### src/rtl/per2axi_resp_tracker_pkg.sv
// per2axi response tracker: shared request kinds, entry FSM states and
// the write-response to peripheral-data mapping.
package per2axi_pkg;

  typedef enum logic [1:0] {
    READ  = 2'd0,
    WRITE = 2'd1,
    ATOP  = 2'd2
  } req_kind_e;

  typedef enum logic [2:0] {
    IDLE,
    RD,
    WR,
    AT_RB,
    AT_R,
    AT_B
  } entry_state_e;

  // B resp as peripheral write data: 00->01, 01->00, 10->10, 11->11
  function automatic logic [31:0] wr_resp_map(input logic [1:0] resp);
    return {30'b0, resp[1], resp[1] ~^ resp[0]};
  endfunction

endpackage

### src/rtl/per2axi_resp_tracker_if.sv
// per2axi response tracker bus: request channel, AXI R/B channels and
// the peripheral response / error report side.
interface per2axi_resp_tracker_if
  import per2axi_pkg::*;
#(
  parameter int NB_IDS         = 8,
  parameter int AXI_ADDR_WIDTH = 32,
  parameter int AXI_DATA_WIDTH = 64,
  parameter int AXI_ID_WIDTH   = 4
);

  logic                      req_valid_i;
  logic [1:0]                req_kind_i;
  logic [AXI_ID_WIDTH-1:0]   req_id_i;
  logic [AXI_ADDR_WIDTH-1:0] req_add_i;
  logic                      req_gnt_o;

  logic                      axi_r_valid_i;
  logic                      axi_r_ready_o;
  logic [AXI_DATA_WIDTH-1:0] axi_r_data_i;
  logic [1:0]                axi_r_resp_i;
  logic [AXI_ID_WIDTH-1:0]   axi_r_id_i;

  logic                      axi_b_valid_i;
  logic                      axi_b_ready_o;
  logic [1:0]                axi_b_resp_i;
  logic [AXI_ID_WIDTH-1:0]   axi_b_id_i;

  logic                      per_r_valid_o;
  logic [NB_IDS-1:0]         per_r_id_o;
  logic [31:0]               per_r_rdata_o;
  logic                      per_r_opc_o;

  logic [NB_IDS-1:0]         xresp_valid_o;
  logic [NB_IDS-1:0]         xresp_decerr_o;
  logic [NB_IDS-1:0]         xresp_slverr_o;
  logic                      unexpected_o;

  modport slave (
    input  req_valid_i, req_kind_i, req_id_i, req_add_i,
    output req_gnt_o,
    input  axi_r_valid_i, axi_r_data_i, axi_r_resp_i, axi_r_id_i,
    output axi_r_ready_o,
    input  axi_b_valid_i, axi_b_resp_i, axi_b_id_i,
    output axi_b_ready_o,
    output per_r_valid_o, per_r_id_o, per_r_rdata_o, per_r_opc_o,
    output xresp_valid_o, xresp_decerr_o, xresp_slverr_o, unexpected_o
  );

  modport master (
    output req_valid_i, req_kind_i, req_id_i, req_add_i,
    input  req_gnt_o,
    output axi_r_valid_i, axi_r_data_i, axi_r_resp_i, axi_r_id_i,
    input  axi_r_ready_o,
    output axi_b_valid_i, axi_b_resp_i, axi_b_id_i,
    input  axi_b_ready_o,
    input  per_r_valid_o, per_r_id_o, per_r_rdata_o, per_r_opc_o,
    input  xresp_valid_o, xresp_decerr_o, xresp_slverr_o, unexpected_o
  );

endinterface

### src/rtl/per2axi_resp_entry.sv
// One tracker entry: follows a single outstanding READ/WRITE/ATOP and
// reports the completing beat (combinationally) to the top-level register.
module per2axi_resp_entry
  import per2axi_pkg::*;
#(
  parameter int OFF_W  = 1,
  parameter int OFF_SW = (OFF_W > 0) ? OFF_W : 1
) (
  input  logic              clk_i,
  input  logic              rst_ni,
  input  logic              i_req,
  input  logic [1:0]        i_req_kind,
  input  logic [OFF_SW-1:0] i_off,
  input  logic              i_r_hit,
  input  logic [31:0]       i_r_word,
  input  logic [1:0]        i_r_resp,
  input  logic              i_b_hit,
  input  logic [1:0]        i_b_resp,
  output logic              o_idle,
  output logic [OFF_SW-1:0] o_off,
  output logic              o_done,
  output logic [31:0]       o_rdata,
  output logic [1:0]        o_resp,
  output logic              o_unexpected
);

  entry_state_e r_state;
  logic [31:0]  r_word;
  logic [1:0]   r_rresp;
  logic [1:0]   r_bresp;

  // Entry FSM: a request leaves IDLE, the matching beat(s) bring it back
  always_ff @(posedge clk_i or negedge rst_ni) begin
    if (!rst_ni) begin
      r_state <= IDLE;
      r_word  <= '0;
      r_rresp <= '0;
      r_bresp <= '0;
    end else begin
      case (r_state)
        IDLE: begin
          if (i_req) begin
            case (i_req_kind)
              READ:    r_state <= RD;
              WRITE:   r_state <= WR;
              ATOP:    r_state <= AT_RB;
              default: r_state <= IDLE;
            endcase
          end
        end
        RD:   if (i_r_hit) r_state <= IDLE;
        WR:   if (i_b_hit) r_state <= IDLE;
        AT_RB: begin
          if (i_r_hit) begin
            r_word  <= i_r_word;
            r_rresp <= i_r_resp;
            r_state <= AT_B;
          end else if (i_b_hit) begin
            r_bresp <= i_b_resp;
            r_state <= AT_R;
          end
        end
        AT_R: if (i_r_hit) r_state <= IDLE;
        AT_B: if (i_b_hit) r_state <= IDLE;
        default: r_state <= IDLE;
      endcase
    end
  end

  generate
    if (OFF_W > 0) begin : g_off
      logic [OFF_SW-1:0] r_off;
      // Lane offset is captured only when the entry accepts a request
      always_ff @(posedge clk_i or negedge rst_ni) begin
        if (!rst_ni) r_off <= '0;
        else if (i_req && r_state == IDLE) r_off <= i_off;
      end
      assign o_off = r_off;
    end else begin : g_no_off
      logic w_unused_off;
      assign w_unused_off = ^i_off;
      assign o_off = '0;
    end
  endgenerate

  assign o_idle = (r_state == IDLE);

  // Completion and stray-beat decode for the beat offered this cycle
  always_comb begin
    o_done       = 1'b0;
    o_rdata      = '0;
    o_resp       = '0;
    o_unexpected = 1'b0;
    case (r_state)
      IDLE: o_unexpected = i_r_hit | i_b_hit;
      RD: begin
        o_unexpected = i_b_hit;
        if (i_r_hit) begin
          o_done  = 1'b1;
          o_rdata = i_r_word;
          o_resp  = i_r_resp;
        end
      end
      WR: begin
        o_unexpected = i_r_hit;
        if (i_b_hit) begin
          o_done  = 1'b1;
          o_rdata = wr_resp_map(i_b_resp);
          o_resp  = i_b_resp;
        end
      end
      AT_R: begin
        o_unexpected = i_b_hit;
        if (i_r_hit) begin
          o_done  = 1'b1;
          o_rdata = i_r_word;
          o_resp  = i_r_resp[1] ? i_r_resp : r_bresp;
        end
      end
      AT_B: begin
        o_unexpected = i_r_hit;
        if (i_b_hit) begin
          o_done  = 1'b1;
          o_rdata = r_word;
          o_resp  = r_rresp[1] ? r_rresp : i_b_resp;
        end
      end
      default: o_unexpected = 1'b0;
    endcase
  end

endmodule

### src/rtl/per2axi_resp_tracker.sv
// per2axi response tracker top: R/B arbitration, lane mux, entry array and
// the registered peripheral response. Optional per-ID error report is built
// only when PER2AXI_XRESP_EN is defined.
module per2axi_resp_tracker
  import per2axi_pkg::*;
#(
  parameter int NB_IDS         = 8,
  parameter int AXI_ADDR_WIDTH = 32,
  parameter int AXI_DATA_WIDTH = 64,
  parameter int AXI_ID_WIDTH   = 4
) (
  input logic                clk_i,
  input logic                rst_ni,
  per2axi_resp_tracker_if.slave bus
);

  localparam int OFF_W    = $clog2(AXI_DATA_WIDTH / 32);
  localparam int OFF_SW   = (OFF_W > 0) ? OFF_W : 1;
  localparam int NB_WORDS = AXI_DATA_WIDTH / 32;

  logic [AXI_ADDR_WIDTH-1:0] w_req_add;
  logic [OFF_SW-1:0]         w_req_off;
  logic                      w_r_fire;
  logic                      w_b_fire;
  logic [OFF_SW-1:0]         w_r_off;
  logic [31:0]               w_r_word;
  logic                      w_gnt;
  logic [31:0]               w_sel_rdata;
  logic [1:0]                w_sel_resp;
  logic                      w_stray;

  logic [OFF_SW-1:0] w_off   [NB_IDS];
  logic [31:0]       w_rdata [NB_IDS];
  logic [1:0]        w_resp  [NB_IDS];
  logic [NB_IDS-1:0] w_idle, w_done, w_unexp, w_req_sel, w_r_hit, w_b_hit;

  logic              r_per_valid;
  logic [NB_IDS-1:0] r_per_id;
  logic [31:0]       r_per_rdata;
  logic              r_per_opc;
  logic              r_unexpected;

  // R is always taken; B only when no R competes in the same cycle
  assign bus.axi_r_ready_o = bus.axi_r_valid_i;
  assign bus.axi_b_ready_o = bus.axi_b_valid_i & ~bus.axi_r_valid_i;
  assign w_r_fire          = bus.axi_r_valid_i;
  assign w_b_fire          = bus.axi_b_valid_i & ~bus.axi_r_valid_i;

  assign w_req_add = bus.req_add_i;

  generate
    if (OFF_W > 0) begin : g_req_off
      logic w_unused_add;
      assign w_unused_add = ^w_req_add;
      assign w_req_off    = w_req_add[OFF_W+1:2];
    end else begin : g_req_no_off
      logic w_unused_add;
      assign w_unused_add = ^w_req_add;
      assign w_req_off    = '0;
    end
  endgenerate

  generate
    for (genvar g = 0; g < NB_IDS; g++) begin : g_entry
      assign w_req_sel[g] = bus.req_valid_i && (bus.req_id_i == AXI_ID_WIDTH'(g));
      assign w_r_hit[g]   = w_r_fire && (bus.axi_r_id_i == AXI_ID_WIDTH'(g));
      assign w_b_hit[g]   = w_b_fire && (bus.axi_b_id_i == AXI_ID_WIDTH'(g));

      per2axi_resp_entry #(
        .OFF_W  (OFF_W),
        .OFF_SW (OFF_SW)
      ) u_entry (
        .clk_i        (clk_i),
        .rst_ni       (rst_ni),
        .i_req        (w_req_sel[g]),
        .i_req_kind   (bus.req_kind_i),
        .i_off        (w_req_off),
        .i_r_hit      (w_r_hit[g]),
        .i_r_word     (w_r_word),
        .i_r_resp     (bus.axi_r_resp_i),
        .i_b_hit      (w_b_hit[g]),
        .i_b_resp     (bus.axi_b_resp_i),
        .o_idle       (w_idle[g]),
        .o_off        (w_off[g]),
        .o_done       (w_done[g]),
        .o_rdata      (w_rdata[g]),
        .o_resp       (w_resp[g]),
        .o_unexpected (w_unexp[g])
      );
    end
  endgenerate

  // Grant reflects whether the addressed entry is currently idle
  always_comb begin
    w_gnt = 1'b0;
    for (int i = 0; i < NB_IDS; i++) begin
      if (bus.req_id_i == AXI_ID_WIDTH'(i)) w_gnt = w_idle[i];
    end
  end
  assign bus.req_gnt_o = w_gnt;

  // Offset of the entry the current R beat belongs to
  always_comb begin
    w_r_off = '0;
    for (int i = 0; i < NB_IDS; i++) begin
      if (bus.axi_r_id_i == AXI_ID_WIDTH'(i)) w_r_off = w_off[i];
    end
  end

  // Pick the 32-bit lane of the R beat selected by that offset
  always_comb begin
    w_r_word = '0;
    for (int k = 0; k < NB_WORDS; k++) begin
      if (w_r_off == OFF_SW'(k)) w_r_word = bus.axi_r_data_i[32*k +: 32];
    end
  end

  // At most one entry completes per cycle, so a priority-free select suffices
  always_comb begin
    w_sel_rdata = '0;
    w_sel_resp  = '0;
    for (int i = 0; i < NB_IDS; i++) begin
      if (w_done[i]) begin
        w_sel_rdata = w_rdata[i];
        w_sel_resp  = w_resp[i];
      end
    end
  end

  assign w_stray = (w_r_fire & ~|w_r_hit) | (w_b_fire & ~|w_b_hit);

  // Register the peripheral response and the stray-beat pulse
  always_ff @(posedge clk_i or negedge rst_ni) begin
    if (!rst_ni) begin
      r_per_valid  <= 1'b0;
      r_per_id     <= '0;
      r_per_rdata  <= '0;
      r_per_opc    <= 1'b0;
      r_unexpected <= 1'b0;
    end else begin
      r_per_valid  <= |w_done;
      r_per_id     <= w_done;
      r_per_rdata  <= w_sel_rdata;
      r_per_opc    <= |w_done & w_sel_resp[1];
      r_unexpected <= |w_unexp | w_stray;
    end
  end

  assign bus.per_r_valid_o = r_per_valid;
  assign bus.per_r_id_o    = r_per_id;
  assign bus.per_r_rdata_o = r_per_rdata;
  assign bus.per_r_opc_o   = r_per_opc;
  assign bus.unexpected_o  = r_unexpected;

`ifdef PER2AXI_XRESP_EN
  logic [NB_IDS-1:0] r_xresp_valid;
  logic [NB_IDS-1:0] r_xresp_decerr;
  logic [NB_IDS-1:0] r_xresp_slverr;

  // Per-ID error report, one cycle, aligned with the peripheral response
  always_ff @(posedge clk_i or negedge rst_ni) begin
    if (!rst_ni) begin
      r_xresp_valid  <= '0;
      r_xresp_decerr <= '0;
      r_xresp_slverr <= '0;
    end else begin
      r_xresp_valid  <= w_done & {NB_IDS{w_sel_resp[1]}};
      r_xresp_decerr <= w_done & {NB_IDS{w_sel_resp[1] & w_sel_resp[0]}};
      r_xresp_slverr <= w_done & {NB_IDS{w_sel_resp[1] & ~w_sel_resp[0]}};
    end
  end

  assign bus.xresp_valid_o  = r_xresp_valid;
  assign bus.xresp_decerr_o = r_xresp_decerr;
  assign bus.xresp_slverr_o = r_xresp_slverr;
`else
  logic w_unused_resp;
  assign w_unused_resp      = w_sel_resp[0];
  assign bus.xresp_valid_o  = '0;
  assign bus.xresp_decerr_o = '0;
  assign bus.xresp_slverr_o = '0;
`endif

endmodule

### src/flat_wrapper.sv
// flat-port wrapper written by rule: the top's interface ports become plain ports
module per2axi_resp_tracker_flat import per2axi_pkg::*;
#(
  parameter int NB_IDS         = 8,
  parameter int AXI_ADDR_WIDTH = 32,
  parameter int AXI_DATA_WIDTH = 64,
  parameter int AXI_ID_WIDTH   = 4
)
  (clk_i, rst_ni, bus_req_valid_i, bus_req_kind_i, bus_req_id_i, bus_req_add_i, bus_req_gnt_o, bus_axi_r_valid_i, bus_axi_r_data_i, bus_axi_r_resp_i, bus_axi_r_id_i, bus_axi_r_ready_o, bus_axi_b_valid_i, bus_axi_b_resp_i, bus_axi_b_id_i, bus_axi_b_ready_o, bus_per_r_valid_o, bus_per_r_id_o, bus_per_r_rdata_o, bus_per_r_opc_o, bus_xresp_valid_o, bus_xresp_decerr_o, bus_xresp_slverr_o, bus_unexpected_o);
  per2axi_resp_tracker_if #(.NB_IDS(NB_IDS), .AXI_ADDR_WIDTH(AXI_ADDR_WIDTH), .AXI_DATA_WIDTH(AXI_DATA_WIDTH), .AXI_ID_WIDTH(AXI_ID_WIDTH)) bus_i ();
  input logic clk_i;
  input logic rst_ni;
  input wire logic [$bits(bus_i.req_valid_i)-1:0] bus_req_valid_i;
  input wire logic [$bits(bus_i.req_kind_i)-1:0] bus_req_kind_i;
  input wire logic [$bits(bus_i.req_id_i)-1:0] bus_req_id_i;
  input wire logic [$bits(bus_i.req_add_i)-1:0] bus_req_add_i;
  output wire logic [$bits(bus_i.req_gnt_o)-1:0] bus_req_gnt_o;
  input wire logic [$bits(bus_i.axi_r_valid_i)-1:0] bus_axi_r_valid_i;
  input wire logic [$bits(bus_i.axi_r_data_i)-1:0] bus_axi_r_data_i;
  input wire logic [$bits(bus_i.axi_r_resp_i)-1:0] bus_axi_r_resp_i;
  input wire logic [$bits(bus_i.axi_r_id_i)-1:0] bus_axi_r_id_i;
  output wire logic [$bits(bus_i.axi_r_ready_o)-1:0] bus_axi_r_ready_o;
  input wire logic [$bits(bus_i.axi_b_valid_i)-1:0] bus_axi_b_valid_i;
  input wire logic [$bits(bus_i.axi_b_resp_i)-1:0] bus_axi_b_resp_i;
  input wire logic [$bits(bus_i.axi_b_id_i)-1:0] bus_axi_b_id_i;
  output wire logic [$bits(bus_i.axi_b_ready_o)-1:0] bus_axi_b_ready_o;
  output wire logic [$bits(bus_i.per_r_valid_o)-1:0] bus_per_r_valid_o;
  output wire logic [$bits(bus_i.per_r_id_o)-1:0] bus_per_r_id_o;
  output wire logic [$bits(bus_i.per_r_rdata_o)-1:0] bus_per_r_rdata_o;
  output wire logic [$bits(bus_i.per_r_opc_o)-1:0] bus_per_r_opc_o;
  output wire logic [$bits(bus_i.xresp_valid_o)-1:0] bus_xresp_valid_o;
  output wire logic [$bits(bus_i.xresp_decerr_o)-1:0] bus_xresp_decerr_o;
  output wire logic [$bits(bus_i.xresp_slverr_o)-1:0] bus_xresp_slverr_o;
  output wire logic [$bits(bus_i.unexpected_o)-1:0] bus_unexpected_o;
  assign bus_i.req_valid_i = bus_req_valid_i;
  assign bus_i.req_kind_i = bus_req_kind_i;
  assign bus_i.req_id_i = bus_req_id_i;
  assign bus_i.req_add_i = bus_req_add_i;
  assign bus_req_gnt_o = bus_i.req_gnt_o;
  assign bus_i.axi_r_valid_i = bus_axi_r_valid_i;
  assign bus_i.axi_r_data_i = bus_axi_r_data_i;
  assign bus_i.axi_r_resp_i = bus_axi_r_resp_i;
  assign bus_i.axi_r_id_i = bus_axi_r_id_i;
  assign bus_axi_r_ready_o = bus_i.axi_r_ready_o;
  assign bus_i.axi_b_valid_i = bus_axi_b_valid_i;
  assign bus_i.axi_b_resp_i = bus_axi_b_resp_i;
  assign bus_i.axi_b_id_i = bus_axi_b_id_i;
  assign bus_axi_b_ready_o = bus_i.axi_b_ready_o;
  assign bus_per_r_valid_o = bus_i.per_r_valid_o;
  assign bus_per_r_id_o = bus_i.per_r_id_o;
  assign bus_per_r_rdata_o = bus_i.per_r_rdata_o;
  assign bus_per_r_opc_o = bus_i.per_r_opc_o;
  assign bus_xresp_valid_o = bus_i.xresp_valid_o;
  assign bus_xresp_decerr_o = bus_i.xresp_decerr_o;
  assign bus_xresp_slverr_o = bus_i.xresp_slverr_o;
  assign bus_unexpected_o = bus_i.unexpected_o;
  per2axi_resp_tracker #(.NB_IDS(NB_IDS), .AXI_ADDR_WIDTH(AXI_ADDR_WIDTH), .AXI_DATA_WIDTH(AXI_DATA_WIDTH), .AXI_ID_WIDTH(AXI_ID_WIDTH)) u_core (.clk_i(clk_i), .rst_ni(rst_ni), .bus(bus_i));
endmodule
### config.mk
export PLATFORM = sky130hd
export DESIGN_NAME = per2axi_resp_tracker_flat
export DESIGN_NICKNAME = d
export VERILOG_FILES = /design/src/rtl/per2axi_resp_tracker_pkg.sv /design/src/rtl/per2axi_resp_tracker_if.sv /design/src/rtl/per2axi_resp_entry.sv /design/src/rtl/per2axi_resp_tracker.sv /design/src/flat_wrapper.sv
export SDC_FILE = /design/constraint.sdc
export NUM_CORES = 1
export LEC_CHECK = 0
export ABC_CLOCK_PERIOD_IN_PS = 4500
export CAP_MARGIN = 20
export CORE_MARGIN = 1
export CORE_UTILIZATION = 50
export DETAILED_ROUTE_END_ITERATION = 16
export MAX_ROUTING_LAYER = met4
export PLACE_DENSITY = 0.76
export SLEW_MARGIN = 30
export SYNTH_ARGS = -nofsm -noshare
export SYNTH_HDL_FRONTEND = slang
export SYNTH_SLANG_ARGS = --single-unit
### constraint.sdc
create_clock -name clk_i -period 4.5 [get_ports clk_i]
set_input_delay 0.45 -clock clk_i [delete_from_list [all_inputs] [get_ports clk_i]]
set_output_delay 0.45 -clock clk_i [all_outputs]
set_load 0.005 [all_outputs]
==> summary.txt <==
Worst setup path
  • CP Cell Sequence: or3_1, mux2i_1, nor2_1, a2111oi_0, nor4_1, a41oi_1, clkdlybuf4s50_1
  • CP Class: reg2out
  • Critical-path top delay cell: a2111oi_0
  • Crit path DAT: approximately 3.3 ns
  • Critical Path End Type: primary output
  • WP buf/inv: 1
  • R2R Path End: u_core.bus.per_r_rdata_o[0]
  • Slowest Stage Delay on Critical Path: a little over 0.6 ns
  • Worst r2r src: u_core.g_entry[5].u_entry.r_state[1]
  • Delay-heaviest family, CP: compound AO/OA/AOI/OAI gates
  • Crit path required time: 4.05 ns
  • Crit path max fanout: 12
  • Startpoint Class: register
  • R2r worst-path depth: 7
  • Worst reg2reg setup slack: 1.69 ns

GRT
  • Largest net degree at the start of global routing: around 130
  • Initial antenna violation count: 1
  • First-pass GRT wire length: approximately 74000 microns
  • Gr ovfl total: 0
  • Tot GR Track Use: between 20% and 30%
  • Vias in the first global route: 13200

Synthesis
  • Xor/xnor share of the synthesized area: less than 1%
  • Synth Area in Compound Gates: 21.6%
  • Synth Flop Type: dfrtp_1
  • Synth Register Bits: between 300 and 400
  • Largest family of logic cells by synthesized area: compound AO/OA/AOI/OAI gates
  • Synth top area share: 53.4%
  • Async SR Flop Fraction: between 90% and 100%
  • Sequential share of the synthesized area: a little over half
  • Netlist Area Pre-Place: between 15000 and 20000 sq um
  • Adder-Cell Fraction of Synth Area: less than 1%
  • Synth Area in Simple Gates: 15.3%
  • Mapped Cells: 1719
  • Post-synth top area cell: dfrtp_1
  • Yosys warns: 0
  • Mux cell area share after synthesis: 4.36%
  • Syn_area_per_cell: approximately 9.5 sq um
  • EDFF count, synth: 0
  • Unique masters post-synth: 68
  • Synth area leaders: dfrtp_1 (53%), a21oi_1 (8.0%), nor2_1 (6.9%), a22oi_1 (3.3%), nand2_1 (2.7%)

Hold path
  • Worst Hold End: u_core.g_entry[0].u_entry.r_word[5]
  • Worst hold path depth: 2
  • Min-Delay Startpoint: u_core.g_entry[0].u_entry.r_word[5]
  • Hold Crit Class: reg2reg

Detailed routing
  • DRC Markers: 0
  • Avg Vias per Cell: between 6 and 7
  • Antenna viol nets, final: 0
  • Starting DRT DRC Count: ~1500
  • Drt wl/cell: 20.7 microns
  • Via count: between 10000 and 15000
  • First-pass DRT Iterations: 5
  • Final wirelength: ~47000 microns

Clocking
  • CTS tree: built
  • Hold buffer count at cts: 1
  • Worst-skew pair later-pin latency: 0.53 ns
  • TritonCTS buffer count: 37
  • Post-CTS setup buffer count: 0
  • CTS Root Cell: clkbuf_16
  • Htree depth: 2
  • Clock Tree Buf Depth: 3
  • CTS Sinks: between 300 and 400
  • Clock Pin Slew Worst Setup and Hold Paths: 0.06 ns
  • # resized after CTS: 0

Die
  • Die Area: 33200 sq um
  • Die Ht: roughly 180 microns
  • Row cnt: 65
  • Starting density of the core: between 50% and 60%
  • Die Wd: around 180 microns
  • Io pins: around 190
  • Placeable Area: around 32000 sq um

Power
  • Flop pwr share: around 46%
  • Gate power share: between 10% and 20%
  • Sw frac: a little under 30%
  • Psw: around 2.5 mW
  • Int Power: between 6 and 7 mW
  • Clock power share: a little over a third
  • VDD IR max: ~0.32 mV
  • Pleak: ~8.4 nW
  • PD cells: between 400 and 500 nW/um^2

STA
  • Final hold violation count: 0
  • Upper clock frequency limit: approximately 270 MHz
  • Worst Setup Slack, final: 0.768 ns
  • Tmin final: approximately 3.7 ns
  • RSZ-0062 raised after global routing: no
  • Worst Clk Skew: 0.0181 ns
  • Pins Over Slew Limit: 0
  • Setup TNS Final: 0 ns
  • Period utilization: approximately 83%
  • Slew margin rel.: a little over two fifths
  • Worst-margin pin slew: 0.843 ns
  • Endpoints failing setup: 0

Final layout
  • Core Util, Final: roughly three fifths
  • Filler cells: 2700
  • Nets: 1929
  • Area growth, synth to finish: 18.4%
  • Share of layout cells above drive strength 1: between 8 and 9%
  • Diode count: 0

Status
  • Outcome: completed

Job
  • Max cap viols: 0

Placed design
  • PortBufs: 132
  • DP HPWL: 29700 microns
  • Routability cong.: ~1
  • Post-Place Setup Slack: 0.810 ns
## cell type report
class                      count  area [sq um]  area share (%)
inverter                      20          75.1           0.390
multi-input combinational   1226          6950            36.1
sequential                   347          8680            45.1
clock inverter                13           198            1.03
timing repair buffer         175          1740            9.03
tap                          435           544            2.83
clock buffer                  51          1060            5.51
## flip-flops by register name (all words and copies together), names as in the netlist
| register | cells |
|---|---|
| u_core.g_entry.u_entry.r_rresp | 8 |
| u_core.bus.per_r_opc_o | 1 |
| u_core.bus.per_r_rdata_o | 32 |
| u_core.g_entry.u_entry.r_word | 256 |
| u_core.bus.unexpected_o | 1 |
| u_core.bus.per_r_id_o | 8 |
| u_core.bus.per_r_valid_o | 1 |
| u_core.g_entry.u_entry.r_state | 24 |
| u_core.g_entry.u_entry.r_bresp | 8 |
| u_core.g_entry.u_entry.o_off | 8 |
## cell usage in the layout, fill, tap and decap left out, types with 11 or more instances in the layout
master / count
nor2b_1: 12
inv_1: 20
clkbuf_16: 38
nand3_1: 17
nor2_1: 293
or3_1: 12
mux2i_1: 33
o2111ai_1: 31
o21ai_0: 84
nor3_1: 34
a221oi_1: 34
dfrtp_1: 347
a21oi_1: 260
conb_1: 24
buf_4: 35
clkdlybuf4s50_1: 131
nand2_1: 117
a22o_1: 32
a22oi_1: 72
mux2_2: 31
and2_1: 11
## stage by stage
stage / hold slack, ns / cell area, sq um / std cells / power, mW
3_5_place_dp: 0.472 / 18000 / 2202 / 5.55
4_1_cts: 0.485 / 19300 / 2267 / 8.70
3_3_place_gp: 0.461 / 18000 / 2202 / 5.49
5_1_grt: 0.494 / 19300 / 2267 / 9.08
2_1_floorplan: 0.154 / 16300 / 1742 / 4.96
6_report: 0.483 / 19300 / 2267 / 8.67
## routing by layer
metal | vias to the layer above | part of all wire [%] | global-route usage [%]
met1 | 6818 | 44 | 40.8
met2 | 594 | 46 | 45.5
met5 | - | 0 | -
met3 | 94 | 6.7 | 3.87
li1 | 6277 | - | -
met4 | 0 | 3.0 | 9.68
## power groups by stage
stage / clock, mW / sequential [mW] / combinational (mW)
3_5_place_dp: 0 / 4.05 / 1.50
3_3_place_gp: 0 / 4.03 / 1.46
2_1_floorplan: 0 / 3.84 / 1.12
6_report: 3.13 / 4.02 / 1.52
5_1_grt: 3.31 / 4.08 / 1.68
4_1_cts: 3.18 / 4.00 / 1.51
## cell families after synthesis
group | Yosys count
DFF | 347
buffers and inverters | 169
and+or+nand+nor | 562
muxes | 66
adders and majority gates | 3
other | 1
xor gates and xnor gates | 6
AOI/OAI and AO/OA | 565
## synthesized netlist by cell type (5+ instances only)
library cell  count
and3_1            8
dfrtp_1         347
a31oi_1           8
nor2b_1          12
o211ai_1          5
o22ai_1           5
nand3_1          17
xnor2_1           6
nor3_1           34
nand2_1         118
a22o_1           32
nand4_1           5
nor3b_1           6
inv_1            20
o31ai_1           7
nor4_1            5
a21oi_1         260
a221oi_1         34
o21ai_0          84
buf_4            26
or3_1            12
a22oi_1          72
clkbuf_1        105
o2111ai_1        31
buf_2            13
nand2b_1          9
nor2_1          301
and2_1           11
mux2_2           31
mux2i_1          33
## worst reg2reg max path, stage by stage, from the launching register on
cell       delay [ns]
dfrtp_1          0.53
nor3b_1          0.67
nand2_1          0.14
o211a_1          0.23
nor4b_2          0.21
nand4_1          0.15
nand2_1          0.08
a2111oi_1        0.62
## worst max-delay path by stage
| stage | startpoint | end | cells after the start |
|---|---|---|---|
| after global placement | bus_axi_r_id_i[0] | u_core.bus.per_r_rdata_o[0] | 9 |
| after CTS | u_core.g_entry[1].u_entry.r_state[0] | bus_req_gnt_o | 7 |
| after floorplan | bus_axi_r_id_i[2] | u_core.bus.per_r_rdata_o[1] | 9 |
| final | u_core.g_entry[1].u_entry.r_state[0] | bus_req_gnt_o | 7 |
| after global routing | u_core.g_entry[1].u_entry.r_state[0] | bus_req_gnt_o | 7 |
| after detailed placement | bus_axi_r_id_i[0] | u_core.bus.per_r_rdata_o[25] | 8 |
No activity file was read; power rests on OpenSTA's default activity.
